$ cat src/rtl/exc_redirect_ctrl_pkg.sv
// Shared definitions for the exception/redirect controller: CP0 register
// numbers, exception codes, handler entry address, FSM state encodings and
// the EPC selection helper.
package exc_redirect_ctrl_pkg;

  // CP0 register numbers
  localparam logic [4:0] CP0_COUNT   = 5'd9;
  localparam logic [4:0] CP0_COMPARE = 5'd11;
  localparam logic [4:0] CP0_SR      = 5'd12;
  localparam logic [4:0] CP0_CAUSE   = 5'd13;
  localparam logic [4:0] CP0_EPC     = 5'd14;
  localparam logic [4:0] CP0_PRID    = 5'd15;

  // ExcCode values
  localparam logic [4:0] EXC_INT  = 5'd0;
  localparam logic [4:0] EXC_ADEL = 5'd4;
  localparam logic [4:0] EXC_ADES = 5'd5;
  localparam logic [4:0] EXC_RI   = 5'd10;
  localparam logic [4:0] EXC_OV   = 5'd12;

  // Handler entry; pc_F uses the same value when exp_in is high
  localparam logic [31:0] HANDLER_ADDR_DEF = 32'h0000_4180;

  // FSM encodings: the state bit is SR.EXL
  localparam logic [0:0] ST_NORMAL  = 1'b0;
  localparam logic [0:0] ST_HANDLER = 1'b1;

  // A delay-slot instruction restarts at its branch, one word earlier
  function automatic logic [31:0] epc_from_slot(input logic [31:0] pc, input logic bd);
    return bd ? (pc - 32'd4) : pc;
  endfunction

endpackage

$ cat src/rtl/exc_redirect_ctrl_cp0_timer.sv
// CP0 Count/Compare timer. Only built when EXC_TIMER_EN is defined.
// Count increments every cycle unless written; pending latches on
// Count == Compare and is cleared by writing Compare.
`ifdef EXC_TIMER_EN
module exc_redirect_ctrl_cp0_timer (
  input  logic        Clk,
  input  logic        Reset,
  input  logic        wr_count_i,
  input  logic        wr_compare_i,
  input  logic [31:0] wdata_i,
  output logic [31:0] count_o,
  output logic [31:0] compare_o,
  output logic        pending_o
);

  logic [31:0] count_q, count_d;
  logic [31:0] compare_q, compare_d;
  logic        pending_q, pending_d;

  // Next-state for count, compare and the pending flag
  always_comb begin
    count_d   = count_q + 32'd1;
    compare_d = compare_q;
    pending_d = pending_q | (count_q == compare_q);
    if (wr_count_i) begin
      count_d = wdata_i;
    end else begin
      count_d = count_q + 32'd1;
    end
    if (wr_compare_i) begin
      compare_d = wdata_i;
      pending_d = 1'b0;
    end else begin
      compare_d = compare_q;
    end
  end

  // Timer state registers with synchronous reset
  always_ff @(posedge Clk) begin
    if (Reset) begin
      count_q   <= 32'd0;
      compare_q <= 32'd0;
      pending_q <= 1'b0;
    end else begin
      count_q   <= count_d;
      compare_q <= compare_d;
      pending_q <= pending_d;
    end
  end

  assign count_o   = count_q;
  assign compare_o = compare_q;
  assign pending_o = pending_q;

endmodule
`endif

$ cat src/rtl/exc_redirect_ctrl.sv
// Exception/interrupt redirect controller for the 5-stage pipeline.
// Holds SR, Cause, EPC and PRId; redirects fetch to the handler or back
// to EPC on eret, and flushes the younger stages.
// Optional Count/Compare timer enabled by defining EXC_TIMER_EN.
module exc_redirect_ctrl
  import exc_redirect_ctrl_pkg::*;
#(
  parameter logic [31:0] HANDLER_ADDR = HANDLER_ADDR_DEF,
  parameter logic [31:0] PRID_VAL     = 32'h2019_0001
) (
  input  logic        Clk,
  input  logic        Reset,
  input  logic [31:0] pc_M,
  input  logic        bd_M,
  input  logic [4:0]  exc_code_M,
  input  logic        eret_M,
  input  logic [5:0]  hw_int,
  input  logic        cp0_we,
  input  logic [4:0]  cp0_addr,
  input  logic [31:0] cp0_wdata,
  output logic [31:0] cp0_rdata,
  output logic        exp_in,
  output logic        eret_go,
  output logic        pc_force_en,
  output logic        flush,
  output logic [31:0] epc,
  output logic        exl
);

  logic [0:0]  state_q, state_d;
  logic [5:0]  im_q, im_d;
  logic        ie_q, ie_d;
  logic        bd_q, bd_d;
  logic [4:0]  code_q, code_d;
  logic [31:0] epc_q, epc_d;
  logic [5:0]  ip_q;

  logic [5:0]  ip_eff_s;
  logic        int_req_s;
  logic        take_s;
  logic        eret_go_s;
  logic        wr_en_s;
  logic        timer_pend_s;
  logic        unused_handler_s;

  // The handler address is consumed by pc_F; kept here for a single source
  assign unused_handler_s = ^HANDLER_ADDR;

`ifdef EXC_TIMER_EN
  logic [31:0] count_s;
  logic [31:0] compare_s;

  exc_redirect_ctrl_cp0_timer u_timer (
    .Clk          (Clk),
    .Reset        (Reset),
    .wr_count_i   (wr_en_s && (cp0_addr == CP0_COUNT)),
    .wr_compare_i (wr_en_s && (cp0_addr == CP0_COMPARE)),
    .wdata_i      (cp0_wdata),
    .count_o      (count_s),
    .compare_o    (compare_s),
    .pending_o    (timer_pend_s)
  );
`else
  assign timer_pend_s = 1'b0;
`endif

  // Event decode: interrupt and sync exception share one redirect path
  always_comb begin
    ip_eff_s  = ip_q | {timer_pend_s, 5'b00000};
    int_req_s = ie_q & (state_q == ST_NORMAL) & (|(ip_eff_s & im_q));
    take_s    = ~Reset & (int_req_s | (exc_code_M != EXC_INT));
    eret_go_s = ~Reset & eret_M & ~take_s;
    wr_en_s   = ~Reset & cp0_we & ~take_s & ~eret_go_s;
  end

  // Next-state for SR/Cause/EPC by event priority
  always_comb begin
    state_d = state_q;
    im_d    = im_q;
    ie_d    = ie_q;
    bd_d    = bd_q;
    code_d  = code_q;
    epc_d   = epc_q;
    if (take_s) begin
      code_d  = int_req_s ? EXC_INT : exc_code_M;
      state_d = ST_HANDLER;
      if (state_q == ST_NORMAL) begin
        epc_d = epc_from_slot(pc_M, bd_M);
        bd_d  = bd_M;
      end else begin
        epc_d = epc_q;
        bd_d  = bd_q;
      end
    end else if (eret_go_s) begin
      state_d = ST_NORMAL;
    end else if (wr_en_s) begin
      case (cp0_addr)
        CP0_SR: begin
          im_d    = cp0_wdata[15:10];
          state_d = cp0_wdata[1] ? ST_HANDLER : ST_NORMAL;
          ie_d    = cp0_wdata[0];
        end
        CP0_EPC: epc_d = cp0_wdata;
        default: epc_d = epc_q;
      endcase
    end else begin
      state_d = state_q;
    end
  end

  // CP0 state registers; Cause.IP samples hw_int every cycle
  always_ff @(posedge Clk) begin
    if (Reset) begin
      state_q <= ST_NORMAL;
      im_q    <= 6'd0;
      ie_q    <= 1'b0;
      bd_q    <= 1'b0;
      code_q  <= 5'd0;
      epc_q   <= 32'd0;
      ip_q    <= 6'd0;
    end else begin
      state_q <= state_d;
      im_q    <= im_d;
      ie_q    <= ie_d;
      bd_q    <= bd_d;
      code_q  <= code_d;
      epc_q   <= epc_d;
      ip_q    <= hw_int;
    end
  end

  // mfc0 read mux, current register values only
  always_comb begin
    cp0_rdata = 32'd0;
    case (cp0_addr)
      CP0_SR:    cp0_rdata = {16'h0000, im_q, 8'h00, state_q, ie_q};
      CP0_CAUSE: cp0_rdata = {bd_q, 15'h0000, ip_eff_s, 3'b000, code_q, 2'b00};
      CP0_EPC:   cp0_rdata = epc_q;
      CP0_PRID:  cp0_rdata = PRID_VAL;
`ifdef EXC_TIMER_EN
      CP0_COUNT:   cp0_rdata = count_s;
      CP0_COMPARE: cp0_rdata = compare_s;
`endif
      default:   cp0_rdata = 32'd0;
    endcase
  end

  // Redirect controls; register views forced to 0 during reset
  assign exp_in      = take_s;
  assign eret_go     = eret_go_s;
  assign pc_force_en = take_s | eret_go_s;
  assign flush       = take_s | eret_go_s;
  assign epc         = Reset ? 32'd0 : epc_q;
  assign exl         = Reset ? 1'b0 : (state_q == ST_HANDLER);

endmodule

$ cat config.mk
export PLATFORM = sky130hd
export DESIGN_NAME = exc_redirect_ctrl
export DESIGN_NICKNAME = d
export VERILOG_FILES = /design/src/rtl/exc_redirect_ctrl_pkg.sv /design/src/rtl/exc_redirect_ctrl_cp0_timer.sv /design/src/rtl/exc_redirect_ctrl.sv
export SDC_FILE = /design/constraint.sdc
export NUM_CORES = 1
export LEC_CHECK = 0
export CORE_MARGIN = 8
export CORE_UTILIZATION = 43
export DETAILED_ROUTE_END_ITERATION = 8
export PLACE_DENSITY = 0.92
export SLEW_MARGIN = 20
export SYNTH_ARGS = -nofsm -noshare
export SYNTH_HDL_FRONTEND = slang
export SYNTH_SLANG_ARGS = --single-unit
$ cat constraint.sdc
create_clock -name Clk -period 2.2 [get_ports Clk]
set_input_delay 0.22 -clock Clk [delete_from_list [all_inputs] [get_ports Clk]]
set_output_delay 0.22 -clock Clk [all_outputs]
set_load 0.1 [all_outputs]
==> out/qor.csv <==
stage,metric,value,unit
global_routing,global route overflow,0,
timing,clock skew,0.01142,ns
logic_synthesis,syn_area_per_cell,7.864,sq um
clock_network,CTS Sinks,52,
logic_synthesis,syn_nets,538,
setup_path,RR Endpoint,im_q[2],
timing,Slew Limit Fails,0,
placement,Post-DP Area,0.006147,sq mm
logic_synthesis,Post-synth EDFFs,0,
setup_path,endpoint class of the critical path,output port,
logic_synthesis,top_reg_cell synth,dfxtp_1,
logic_synthesis,Synth async-reset ratio,0,%
global_routing,global-route total usage across every layer,26.41,%
clock_network,"Reg clk slew, reported paths",0.11,ns
die,core area,0.008134,sq mm
min_path,Hold Startpoint,Reset,
routing,residual antenna-violating net count after detailed routing,0,
timing,Hold Slack,0.2917,ns
clock_network,Max clock buf depth,2,
die,die area,0.01143,sq mm
final_layout,P&R area growth vs syn,81.84,%
logic_synthesis,Post-Syn Area,0.003555,sq mm
clock_network,htree depth,2,
routing,final wirelength,15.78,mm
routing,1st-iter DRT viols,320,
final_layout,final net count,746,
die,row count,33,
timing,slew margin rel.,64.82,%
global_routing,largest net degree at the start of global routing,39,
setup_path,CP Launch Type,primary input,
clock_network,CTS tree,done,
logic_synthesis,Mapped Cells,452,
setup_path,CP required,1.98,ns
routing,# DRC,0,
die,I/O pins,154,
global_routing,first-pass GRT wire length,24.58,mm
run_status,outcome,"complete, no violations",
timing,slack of the critical path,0.01335,ns
logic_synthesis,post-synthesis compound-gate area fraction,19.43,%
logic_synthesis,post-synthesis xor/xnor area fraction,2.957,%
final_layout,layout cells sized above 1,31.16,%
logic_synthesis,largest family of logic cells by synthesized area,simple AND/OR/NAND/NOR gates,
logic_synthesis,synthesized flop and latch total,52,
setup_path,Worst R2R Path Depth,7,
setup_path,Crit Path Category,primary input to output port,
routing,DRT Pass-1 Iters,5,
setup_path,crit path DAT,1.97,ns
die,die width,106.9,um
min_path,hold path cells,2,
clock_network,CTS root buf,clkbuf_8,
logic_synthesis,Synth cell types,58,
logic_synthesis,"Seq/Total Area, Yosys",29.29,%
setup_path,crit path max fanout,13,
setup_path,crit-path max cell delay,0.51,ns
placement,DP HPWL,11.99,mm
logic_synthesis,Synth Area in Simple Gates,33.65,%
final_layout,# fillers,498,
setup_path,Reg2Reg Setup Slack,0.08,ns
final_layout,diodes inserted,0,
timing,Final Hold Fails,0,
final_layout,Finished Cell Area,0.006464,sq mm
timing,Tcrit/Tclk final,99.39,%
die,die extent in y,106.9,um
final_layout,Finished Layout Cells,766,
clock_network,TritonCTS Buffers,5,
clock_network,clock latency on the worst-skew pair,0.32,ns
setup_path,FF-to-FF Start,im_q[4],
logic_synthesis,multiplexer share of the synthesized area,8.976,%
global_routing,antenna violations before repair,0,
power,Leakage,2.467,nW
min_path,Hold Path End,ip_eff_s[0],
timing,Setup TNS,0,ns
placement,Placed Cells,748,
logic_synthesis,warnings from Yosys,0,
timing,crit path time final,2.187,ns
placement,DP Worst Slack,-0.1461,ns
power,peak supply drop,0.4177,mV
setup_path,Slowest cell on crit path,clkdlybuf4s50_1,
power,P per Cell Area,430.3,mW/mm^2
routing,WL/cell,20.59,um
logic_synthesis,post-synthesis adder-cell area fraction,0.3520,%
placement,gp weighted congestion,0.9017,
placement,Port Buffers,153,
global_routing,vias in the first global route,4904,
routing,routed via count,4626,
timing,fmax,0.4573,GHz
timing,# setup viols final,0,
min_path,Hold Path Class,primary input to flip-flop,
routing,Avg Vias per Cell,6.039,
setup_path,cells along the critical path,"clkdlybuf4s50_1, buf_4, nand4b_1, nor2_1, buf_12",
timing,Worst-Margin Slew,0.5271,ns
run,Max-cap violations,0,
die,Starting Density,43.70,%
timing,RSZ-0062 raised after global routing,yes,
[cells by family after synthesis]
| group | Yosys count |
|---|---|
| adder cells (fa/ha/maj) | 1 |
| XOR/XNOR | 12 |
| AND/OR/NAND/NOR | 216 |
| multiplexers | 30 |
| AO/OA/AOI/OAI | 96 |
| flip-flops | 52 |
| buffers and inverters | 45 |
[stage by stage]
stage                     util, %  power [mW]
final                       79.46       2.781
after global routing        79.46       2.874
after CTS                   77.83       2.751
after detailed placement    75.57       2.054
after global placement      75.57       2.025
after floorplan                 -       1.593
[how the worst max path moves through the flow]
stage / depth (start not counted) / slack, ns / end / startpoint
finish: 5 / 0.01 / cp0_rdata[19] / cp0_addr[1]
detailed placement: 7 / -0.15 / epc_q[24] / pc_M[14]
floorplan: 3 / -0.16 / cp0_rdata[11] / cp0_addr[4]
CTS: 9 / 0.01 / eret_go / exc_code_M[0]
global placement: 6 / -0.07 / epc_q[19] / exc_code_M[0]
global route: 8 / -0.03 / epc_q[28] / im_q[4]
[power by group]
part,internal [mW],switching (mW),total [mW]
clock,0.344,0.371,0.715
sequential,1.00,0.0428,1.05
combinational,0.425,0.596,1.02
total,1.77,1.01,2.78
[metal layers]
metal  routed length, um  vias to the layer above  track usage [%]
met3                1763                       72            9.478
met4                 731                        0            13.67
li1                    -                     2078                -
met1                5571                     2167            27.35
met5                   0                        -                0
met2                7709                      309            46.05
[layout make-up]
cell class                 count  area (sq um)  area share [%]
clock buffer                   5         68.82           1.065
clock inverter                 3         46.29          0.7162
inverter                      17         66.31           1.026
multi-input combinational    355          2486           38.46
sequential                    52          1042           16.12
tap                          105         131.4           2.033
timing repair buffer         229          2623           40.57
[critical path, delay by kind of cell]
family	cells	cell delay (ns)
simple gates	2	0.78
buf+inv	3	0.96
[flip-flops by register name (all words and copies together), names as in the netlist]
register  flops
bd_q          1
ie_q          1
epc_q        32
code_q        5
state_q       1
im_q          6
ip_eff_s      6
[cell usage in the layout (no fill, tap or decap), types with 3 or more instances in the layout]
cell type	instances
a21oi_1	18
a22o_4	3
a22oi_1	6
and2_1	15
buf_12	55
buf_4	88
clkbuf_8	5
clkdlybuf4s50_1	82
dfxtp_1	51
inv_1	16
mux2_1	6
mux2_2	9
mux2i_1	15
nand2_1	16
nand3_1	5
nand3b_1	4
nand4_1	11
nand4b_1	4
nor2_1	53
nor2_2	11
nor2_4	3
nor2b_1	30
nor3_1	16
nor3b_1	4
nor4_1	12
nor4_4	3
o211ai_1	7
o21ai_0	20
o31a_1	7
o31ai_1	5
o32ai_1	10
or3_1	9
or4_1	3
xnor2_1	10
[cell usage after synthesis, types with 3 or more instances]
| cell | n | share of area [%] |
|---|---|---|
| nor2b_1 | 30 | 5.3 |
| nand4_1 | 11 | 1.9 |
| mux2_1 | 6 | 1.9 |
| nor3_1 | 17 | 2.4 |
| xnor2_1 | 10 | 2.5 |
| nand3b_1 | 4 | 0.84 |
| mux2i_1 | 15 | 4.2 |
| o31ai_1 | 5 | 1.1 |
| buf_1 | 4 | 0.42 |
| mux2_2 | 9 | 2.9 |
| clkbuf_1 | 18 | 1.9 |
| a22oi_1 | 6 | 1.3 |
| or3_1 | 9 | 1.6 |
| a22o_1 | 3 | 0.74 |
| and3_1 | 3 | 0.53 |
| o32ai_1 | 10 | 2.5 |
| or4_1 | 4 | 0.84 |
| nand4b_1 | 4 | 0.99 |
| o211ai_1 | 7 | 1.5 |
| nand3_1 | 5 | 0.70 |
| nor4_1 | 14 | 2.5 |
| nor2_1 | 67 | 7.1 |
| and2_1 | 15 | 2.6 |
| o21ai_0 | 20 | 2.8 |
| nand2_1 | 18 | 1.9 |
| a21oi_1 | 19 | 2.7 |
| buf_2 | 3 | 0.42 |
| dfxtp_1 | 52 | 29 |
| inv_1 | 16 | 1.7 |
| nor3b_1 | 5 | 1.1 |
| o31a_1 | 7 | 1.7 |
[repair_timing]
| action | 4_1_cts | 5_1_grt |
|---|---|---|
| setup buffers | 5 | 6 |
| pin swaps | 3 | 4 |
| gates resized for setup | 10 | 16 |
| setup endpoints to repair | 4 | 7 |
| hold buffers | 0 | 0 |
No activity file was read; power rests on OpenSTA's default activity.
